`src/rtl/buzzer_melody_gen.sv`:
```
// Melody player for the piezo buzzer: steps through a small note ROM and drives
// a 50%-duty square wave per note, with rests, inter-note gaps, mute and retrigger.
module buzzer_melody_gen #(
    parameter int unsigned CLK_HZ      = 50_000_000,
    parameter int unsigned UNIT_CYCLES = 5_000_000,
    parameter int unsigned GAP_CYCLES  = 250_000,
    parameter int unsigned DIV_W       = 17,
    parameter int unsigned DUR_W       = 26
) (
    input  logic       clk,
    input  logic       rst,
    input  logic       start,
    input  logic [1:0] melody_sel,
    input  logic       mute,
    output logic       busy,
    output logic       done,
    output logic       buzzer
);

    // Terminal counts; counters run 0..N-1.
    localparam logic [DIV_W-1:0] HP_DO_LAST  = DIV_W'(CLK_HZ / (2 * 262) - 1);
    localparam logic [DIV_W-1:0] HP_MI_LAST  = DIV_W'(CLK_HZ / (2 * 330) - 1);
    localparam logic [DIV_W-1:0] HP_SOL_LAST = DIV_W'(CLK_HZ / (2 * 392) - 1);
    localparam logic [DIV_W-1:0] HP_LA_LAST  = DIV_W'(CLK_HZ / (2 * 440) - 1);
    localparam logic [DUR_W-1:0] DUR1_LAST   = DUR_W'(UNIT_CYCLES - 1);
    localparam logic [DUR_W-1:0] DUR2_LAST   = DUR_W'(2 * UNIT_CYCLES - 1);
    localparam logic [DUR_W-1:0] GAP_LAST    = DUR_W'((GAP_CYCLES > 0) ? GAP_CYCLES - 1 : 0);
    localparam bit               HAS_GAP     = (GAP_CYCLES > 0);

    typedef enum logic [1:0] {S_IDLE, S_PLAY, S_GAP} state_e;
    typedef enum logic [2:0] {NOTE_DO, NOTE_MI, NOTE_SOL, NOTE_LA, NOTE_REST} note_e;

    typedef struct packed {
        note_e note;
        logic  two_units;
        logic  last;
    } rom_entry_t;

    // Melody ROM indexed by {melody, note index}.
    function automatic rom_entry_t rom_lookup(input logic [1:0] sel, input logic [1:0] idx);
        rom_entry_t e;
        case ({sel, idx})
            4'b00_00: e = '{NOTE_DO,   1'b1, 1'b1};
            4'b01_00: e = '{NOTE_DO,   1'b0, 1'b0};
            4'b01_01: e = '{NOTE_MI,   1'b0, 1'b0};
            4'b01_10: e = '{NOTE_SOL,  1'b0, 1'b1};
            4'b10_00: e = '{NOTE_SOL,  1'b0, 1'b0};
            4'b10_01: e = '{NOTE_MI,   1'b0, 1'b0};
            4'b10_10: e = '{NOTE_DO,   1'b0, 1'b1};
            4'b11_00: e = '{NOTE_LA,   1'b0, 1'b0};
            4'b11_01: e = '{NOTE_REST, 1'b0, 1'b0};
            4'b11_10: e = '{NOTE_LA,   1'b0, 1'b0};
            4'b11_11: e = '{NOTE_REST, 1'b0, 1'b1};
            default:  e = '{NOTE_REST, 1'b0, 1'b1};
        endcase
        return e;
    endfunction

    state_e            state_q;
    logic [1:0]        sel_q;
    logic [1:0]        idx_q;
    logic [DIV_W-1:0]  phase_q;
    logic [DUR_W-1:0]  dur_q;
    logic              tone_q;
    logic              tone_d;
    rom_entry_t        cur_c;
    logic [DIV_W-1:0]  hp_last_c;
    logic [DUR_W-1:0]  dur_last_c;
    logic              note_end_c;

    assign cur_c      = rom_lookup(sel_q, idx_q);
    assign dur_last_c = cur_c.two_units ? DUR2_LAST : DUR1_LAST;
    assign note_end_c = (dur_q == dur_last_c);

    always_comb begin
        hp_last_c = HP_DO_LAST;
        case (cur_c.note)
            NOTE_MI:  hp_last_c = HP_MI_LAST;
            NOTE_SOL: hp_last_c = HP_SOL_LAST;
            NOTE_LA:  hp_last_c = HP_LA_LAST;
            default:  hp_last_c = HP_DO_LAST;
        endcase
    end

    // Next tone bit; buzzer registers it directly so the first rise lands HP cycles into PLAY.
    always_comb begin
        tone_d = 1'b0;
        if (!start && state_q == S_PLAY && !note_end_c) begin
            tone_d = tone_q;
            if (phase_q == hp_last_c && cur_c.note != NOTE_REST) begin
                tone_d = ~tone_q;
            end
        end
    end

    always_ff @(posedge clk) begin
        if (rst) begin
            state_q <= S_IDLE;
            sel_q   <= 2'd0;
            idx_q   <= 2'd0;
            phase_q <= '0;
            dur_q   <= '0;
            tone_q  <= 1'b0;
            busy    <= 1'b0;
            done    <= 1'b0;
            buzzer  <= 1'b0;
        end else begin
            done   <= 1'b0;
            tone_q <= tone_d;
            buzzer <= tone_d & ~mute;
            if (start) begin
                // Start and retrigger are identical: restart at note 0 of the new melody.
                state_q <= S_PLAY;
                sel_q   <= melody_sel;
                idx_q   <= 2'd0;
                phase_q <= '0;
                dur_q   <= '0;
                busy    <= 1'b1;
            end else begin
                case (state_q)
                    S_IDLE: begin
                        busy <= 1'b0;
                    end
                    S_PLAY: begin
                        if (note_end_c) begin
                            phase_q <= '0;
                            dur_q   <= '0;
                            if (HAS_GAP) begin
                                state_q <= S_GAP;
                            end else if (cur_c.last) begin
                                state_q <= S_IDLE;
                                busy    <= 1'b0;
                                done    <= 1'b1;
                            end else begin
                                idx_q <= idx_q + 2'd1;
                            end
                        end else begin
                            dur_q <= dur_q + DUR_W'(1);
                            if (phase_q == hp_last_c) begin
                                phase_q <= '0;
                            end else begin
                                phase_q <= phase_q + DIV_W'(1);
                            end
                        end
                    end
                    S_GAP: begin
                        if (dur_q == GAP_LAST) begin
                            dur_q <= '0;
                            if (cur_c.last) begin
                                state_q <= S_IDLE;
                                busy    <= 1'b0;
                                done    <= 1'b1;
                            end else begin
                                state_q <= S_PLAY;
                                idx_q   <= idx_q + 2'd1;
                            end
                        end else begin
                            dur_q <= dur_q + DUR_W'(1);
                        end
                    end
                    default: begin
                        state_q <= S_IDLE;
                        busy    <= 1'b0;
                    end
                endcase
            end
        end
    end

endmodule

```
`config.mk`:
```
export PLATFORM = sky130hd
export DESIGN_NAME = buzzer_melody_gen
export DESIGN_NICKNAME = d
export VERILOG_FILES = /design/src/rtl/buzzer_melody_gen.sv
export SDC_FILE = /design/constraint.sdc
export NUM_CORES = 1
export LEC_CHECK = 0
export ABC_AREA = 1
export CORE_UTILIZATION = 39
export CTS_CLUSTER_SIZE = 12
export DETAILED_ROUTE_END_ITERATION = 12
export GPL_TIMING_DRIVEN = 0
export PLACE_DENSITY = 0.57
export SYNTH_ARGS = -nofsm -noshare
export SYNTH_HDL_FRONTEND = slang
export SYNTH_SLANG_ARGS = --single-unit
```
`constraint.sdc`:
```
create_clock -name clk -period 1.9 [get_ports clk]
set_input_delay 0.57 -clock clk [delete_from_list [all_inputs] [get_ports clk]]
set_output_delay 0.57 -clock clk [all_outputs]
set_load 0.05 [all_outputs]
```
Word level (Yosys, flattened, before mapping)
Memory sizes are Yosys's and may differ from the RTL's.
Cells that the tools add are included.
{"block": "totals", "ff_bits": 53, "latch_bits": 0, "ramBits": 0, "rom_bits": 80, "inputBits": 6, "output_inout_bits": 3, "word_cells": 69, "mem_count": 1}
{"block": "classes", "add_sub_neg": 3, "multipliers": 0, "div": 0, "magnitude_cmp": 0, "eq_ne": 16, "shift": 0, "mux": 19, "bitwise": 7, "n_reduce_logical": 13}
{"name": "(no name shown)", "depth": 16, "width": 5, "rd": 1, "rd_clocked_by_memory_dff": 0, "wr": 0, "line": "42", "source": "case ({sel, idx})"}
{"cell": "26-bit two-way mux", "n": 2}
{"cell": "26-bit case mux with 2 select lines", "n": 1}
{"cell": "17-bit case mux with 3 select lines", "n": 1}
{"cell": "17-bit two-way mux", "n": 2}
{"cell": "26-bit by 1-bit adder with 26-bit output (second input constant)", "n": 1}
{"cell": "26-bit by 18-bit == test with 1-bit output (second input constant)", "n": 1}
{"cell": "26-bit by 24-bit == test with 1-bit output", "n": 1}
{"cell": "24-bit two-way mux", "n": 1}
{"cell": "17-bit by 1-bit adder with 17-bit output (second input constant)", "n": 1}
{"cell": "17-bit == test", "n": 1}
{"cell": "3-bit != test (second input constant)", "n": 4}
{"cell": "3-bit AND reduction", "n": 4}
{"cell": "1-bit two-way mux", "n": 8}
{"cell": "2-bit != test (second input constant)", "n": 4}
{"cell": "3-bit by 2-bit == test with 1-bit output (second input constant)", "n": 2}
{"cell": "1-bit inverter", "n": 6}
{"cell": "2-bit case mux with 3 select lines", "n": 1}
{"cell": "2-bit two-way mux", "n": 2}
{"cell": "4-bit OR reduction", "n": 1}
{"cell": "3-bit by 1-bit == test with 1-bit output (second input constant)", "n": 1}
{"cell": "1-bit logical AND", "n": 3}
{"cell": "2-bit by 1-bit adder with 2-bit output (second input constant)", "n": 1}
{"cell": "2-bit by 1-bit == test with 1-bit output (second input constant)", "n": 1}
{"cell": "2-bit == test (second input constant)", "n": 1}
{"cell": "6 further kinds", "n": 7}

Logic depth before layout (Yosys ltp)
An unclocked memory read counts as a cell.
{"block": "logic_depth", "depth_word": 8, "depth_mapped": 17, "ltp_nobuf": 16}

Worst setup path before layout
Ideal clock, no wire load.
{"block": "synth_path", "path_type": "reg2reg", "startpoint": "reg idx_q[0]", "endpoint": "reg phase_q[6]", "setup_ns": 0.132, "t_arrival_ns": 1.884, "setup_slack_ns": -0.116, "stages_incl_launch_ff": 17, "cell_sequence": "dfxtp_1 > inv_1 > ha_1 > nand2_4 > nand3_2 > nand2_4 > inv_4 > buf_6 > nand2_4 > nand2_1 > nand2_2 > nand3_2 > nor2_2 > nand3_4 > buf_6 > nand4_1 > a21oi_1"}
{"block": "synth_between", "elab_chain_cells": 6, "elab_cells_between_ends": 10, "cone_classes": "eq/ne: 5; mux: 4; memory: 1"}
{"item": "start, declared", "line": "61", "source": "logic [1:0] idx_q;"}
{"item": "start signal, assigned", "line": "135", "source": "idx_q <= idx_q + 2'd1;"}
{"item": "start signal, assigned", "line": "155", "source": "idx_q <= idx_q + 2'd1;"}
{"item": "memory read 16 x 5 bit (*)"}
{"item": "3-bit by 2-bit == test with 1-bit output / 3-bit by 1-bit == test with 1-bit output (equally long branches)", "line": "77", "source": "case (cur_c.note)"}
{"item": "17-bit case mux with 3 select lines", "line": "77"}
{"item": "17-bit == test", "line": "139", "source": "if (phase_q == hp_last_c) begin"}
{"item": "17-bit two-way mux", "line": "139"}
{"item": "17-bit two-way mux (*)", "line": "125", "source": "if (note_end_c) begin"}
{"item": "end signal, assigned", "line": "142", "source": "phase_q <= phase_q + DIV_W'(1);"}
{"item": "end, declared", "line": "62", "source": "logic [DIV_W-1:0] phase_q;"}
Every way passes the cells marked *; elsewhere a longest branch is shown, timed or not.
A chain may end at the register's enable or synchronous reset.

Worst setup path after layout
{"block": "layout_path", "startpoint": "reg idx_q[1]", "endpoint": "reg phase_q[7]"}
Same word-level chain as after synthesis.

==> results_dict.tcl <==
set metrics [dict create \
    wl_per_cell_microns 13.7 \
    cp-start-kind "register" \
    synth_nets 592 \
    start_util 0.403 \
    rows 35 \
    core_area_sq_um 9280 \
    hold_viol 0 \
    grt.met1_usage 0.295 \
    clockPowerShare 0.347 \
    peakVddDrop_v 0.000276 \
    grt_pass1_wl_microns 17100 \
    r2r-start "idx_q[1]" \
    holdBufCountCts 0 \
    htree_levels 2 \
    p_sw_w 0.000678 \
    antenna_left 0 \
    met3_usage 0.0279 \
    syn2layout_area_growth_pct 32.3 \
    yosys.area.top_type "dfxtp_1" \
    die_y_microns 99.9 \
    grt_util_met2 0.343 \
    clk_path_buf_depth 2 \
    post-route-util 0.533 \
    cts_tree "built" \
    gp_congestion 0.900 \
    min_period_ns 2.15 \
    via_per_inst 5.16 \
    comb_power_share 0.179 \
    min_period_over_period 1.13 \
    die_area_sq_um 9990 \
    cts_root_buf "clkbuf_8" \
    rsz0062_at_grt "true" \
    yosysTopAreaCellShare 0.284 \
    dp_hpwl_microns 7150 \
    sw_frac_of_total 0.284 \
    layout_commonest_cell "nand2_1" \
    yosysWarnings 0 \
    intPower_w 0.00171 \
    drc 0 \
    critPathMostFrequentCell "nand2_2" \
    skew_ns 0.0158 \
    drt-pass1-iter-count 7 \
    grt_pass1_vias 3600 \
    outcome "finished with violations" \
    layout-drive-gt1-share 0.304 \
    avgSynthCellArea_sq_um 6.49 \
    postLayoutCellArea_sq_um 4950 \
    ff2ff_setup_slack_ns -0.25 \
    die_x_microns 99.9 \
    yosysSeqAreaShare 0.284 \
    port_buffers 8 \
    crit_chain "ha_4 > inv_4 > nand2_2 > nand3_2 > nand2_4 > inv_8 > buf_6 > nand2_8 > nand2_2 > nand2_2 > nor2_4 > nand2_2 > nor2_4 > nand3_4 > buf_8 > nand4_1 > a21oi_1" \
    crit_path_end_kind "register" \
    worstSetupPathType "register to register" \
    worstSetupEndpoint "phase_q[7]" \
    pwr-share-seq 0.473 \
    worstPathMaxFanout 5 \
    grt_overflow 0 \
    clk_pin_slew_worst_paths_ns 0.11 \
    max_freq_mhz 465 \
    antenna_found_initial 0 \
    final_cell_mix "nand2_1 (121), inv_1 (62), nand3_1 (39), a21oi_1 (39), nor2_1 (36)" \
    antennaDiodeCount 0 \
    r2r_cells 17 \
    violations "negative setup slack" \
    worstPathRequired_ns 2.07 \
    worst_slack_ns -0.249 \
    setup_viol 25 \
    cts_num_sinks 53 \
    insertion_delay_ns 0.31 \
    yosysUniqueCellTypes 39 \
    regToRegEndpoint "phase_q[7]" \
    gr-max-usage-layer "met2" \
    ys_seq_elements 53 \
    fin_nets 647 \
    syn_inst 576 \
    final_max_slew_viol_count 0 \
    cap_violations 0 \
    grt_use_total 0.211 \
    io_pins 9 \
    worst_pin_slew_ns 0.575 \
    maxSlewHeadroom 0.617 \
    critPathSlowestCell "dfxtp_4" \
    post_dp_cell_area_sq_um 4000 \
    yosys-top-cells-area "dfxtp_1 (28%), nand2_1 (14%), inv_1 (6.8%)" \
    numCtsBuffers 5 \
    vias 3929 \
    startpoint "idx_q[1]" \
    cp_data_arrival_time_ns 2.32 \
    cp_slowest_stage_delay_ns 0.39 \
    hold_class "register to register" \
    finalWirelength_microns 10400 \
    drtIter0Drc 277 \
    syn_area_sq_um 3740 \
    grt_max_degree 17 \
    p_leak_nw 1.84 \
    powerDensity_nw_per_um2 482 \
]
cell usage after synthesis:
master / number
nor2_1: 46
inv_2: 4
nand3_1: 48
dfxtp_1: 53
o211ai_1: 3
a31oi_1: 1
nand2b_1: 1
a21o_1: 1
o22ai_1: 3
or2_2: 4
nand2_1: 139
nand3b_1: 5
a211oi_1: 1
nor3_2: 2
nor3_1: 14
ha_1: 10
nand3_2: 10
o31ai_1: 2
xor2_1: 18
clkinv_1: 1
nand3_4: 1
nor4_1: 5
buf_2: 4
buf_4: 1
nor2_4: 3
buf_6: 3
nand2_4: 5
nand2_2: 7
nor2_2: 6
xnor2_1: 1
nand4_1: 24
o21ai_0: 17
or2_1: 3
inv_4: 1
o21a_1: 2
clkbuf_1: 10
inv_1: 68
inv_6: 1
a21oi_1: 48
critical path: cells and delay by family, from the launching register on:
kind	cells	cell delay (ns)
AO/OA/AOI/OAI	1	0.07
adder cells (fa/ha/maj)	1	0.17
buffers and inverters	4	0.43
flip-flops	1	0.39
AND/OR/NAND/NOR	11	0.94
through the flow:
step	hold WS [ns]	setup WS, ns	power, W	TNS [ns]	instances
2_1_floorplan	0.458	0.00493	0.00137	0	576
3_3_place_gp	0.469	-0.849	0.00145	-34.83	713
3_5_place_dp	0.463	-0.911	0.00145	-36.13	713
4_1_cts	0.464	-0.203	0.00236	-3.62	747
5_1_grt	0.511	-0.347	0.00249	-7.68	761
6_report	0.474	-0.249	0.00239	-4.03	761
power groups by stage:
stage,sequential [W],clock (W),combinational [W]
floorplan,0.00116,0,0.000207
global placement,0.00115,0,0.000299
detailed placement,0.00116,0,0.000299
CTS,0.00113,0.000858,0.000369
global route,0.00113,0.000894,0.000462
finish,0.00113,0.000829,0.000428
logic make-up after synthesis:
| logic type | count (synthesis) | share of synthesized area |
|---|---|---|
| buffers and inverters | 93 | 0.104 |
| AO/OA/AOI/OAI | 78 | 0.112 |
| flip-flops | 53 | 0.284 |
| XOR/XNOR | 19 | 0.0445 |
| AND/OR/NAND/NOR | 323 | 0.423 |
| adder cells (fa/ha/maj) | 10 | 0.0334 |
layout make-up:
class	instances	area, sq um
buffer	15	108
clock buffer	6	82.6
clock inverter	2	37.5
fill	914	4330
inverter	75	313
multi-input combinational	430	2690
sequential	53	1090
tap	129	161
timing repair buffer	51	470
registers in the layout, summed over array words and instances (netlist names):
| name | cells |
|---|---|
| phase_q | 17 |
| sel_q | 2 |
| state_q | 2 |
| buzzer | 1 |
| idx_q | 2 |
| tone_q | 1 |
| done | 1 |
| dur_q | 26 |
| busy | 1 |
timing repair:
action | 4_1_cts | 5_1_grt
endpoints found under the setup margin | 52 | 48
pin swaps | 26 | 31
gates cloned | 1 | 2
resized for setup | 65 | 82
setup buffers | 28 | 12
how the worst min path moves through the flow:
| stage | slack (ns) | cells past startpoint | to | from |
|---|---|---|---|---|
| finish | 0.47 | 2 | busy | busy |
| global route | 0.51 | 2 | busy | busy |
| CTS | 0.46 | 1 | dur_q[0] | dur_q[0] |
| detailed placement | 0.46 | 2 | busy | busy |
| global placement | 0.47 | 2 | busy | busy |
| floorplan | 0.46 | 2 | dur_q[8] | dur_q[8] |
per-layer routing:
metal | part of all wire | wire length (microns)
met5 | 0 | 0
met4 | 0.013 | 138
met3 | 0.041 | 425
met2 | 0.47 | 4870
met1 | 0.48 | 5000
(Power assumes the default switching activity.)
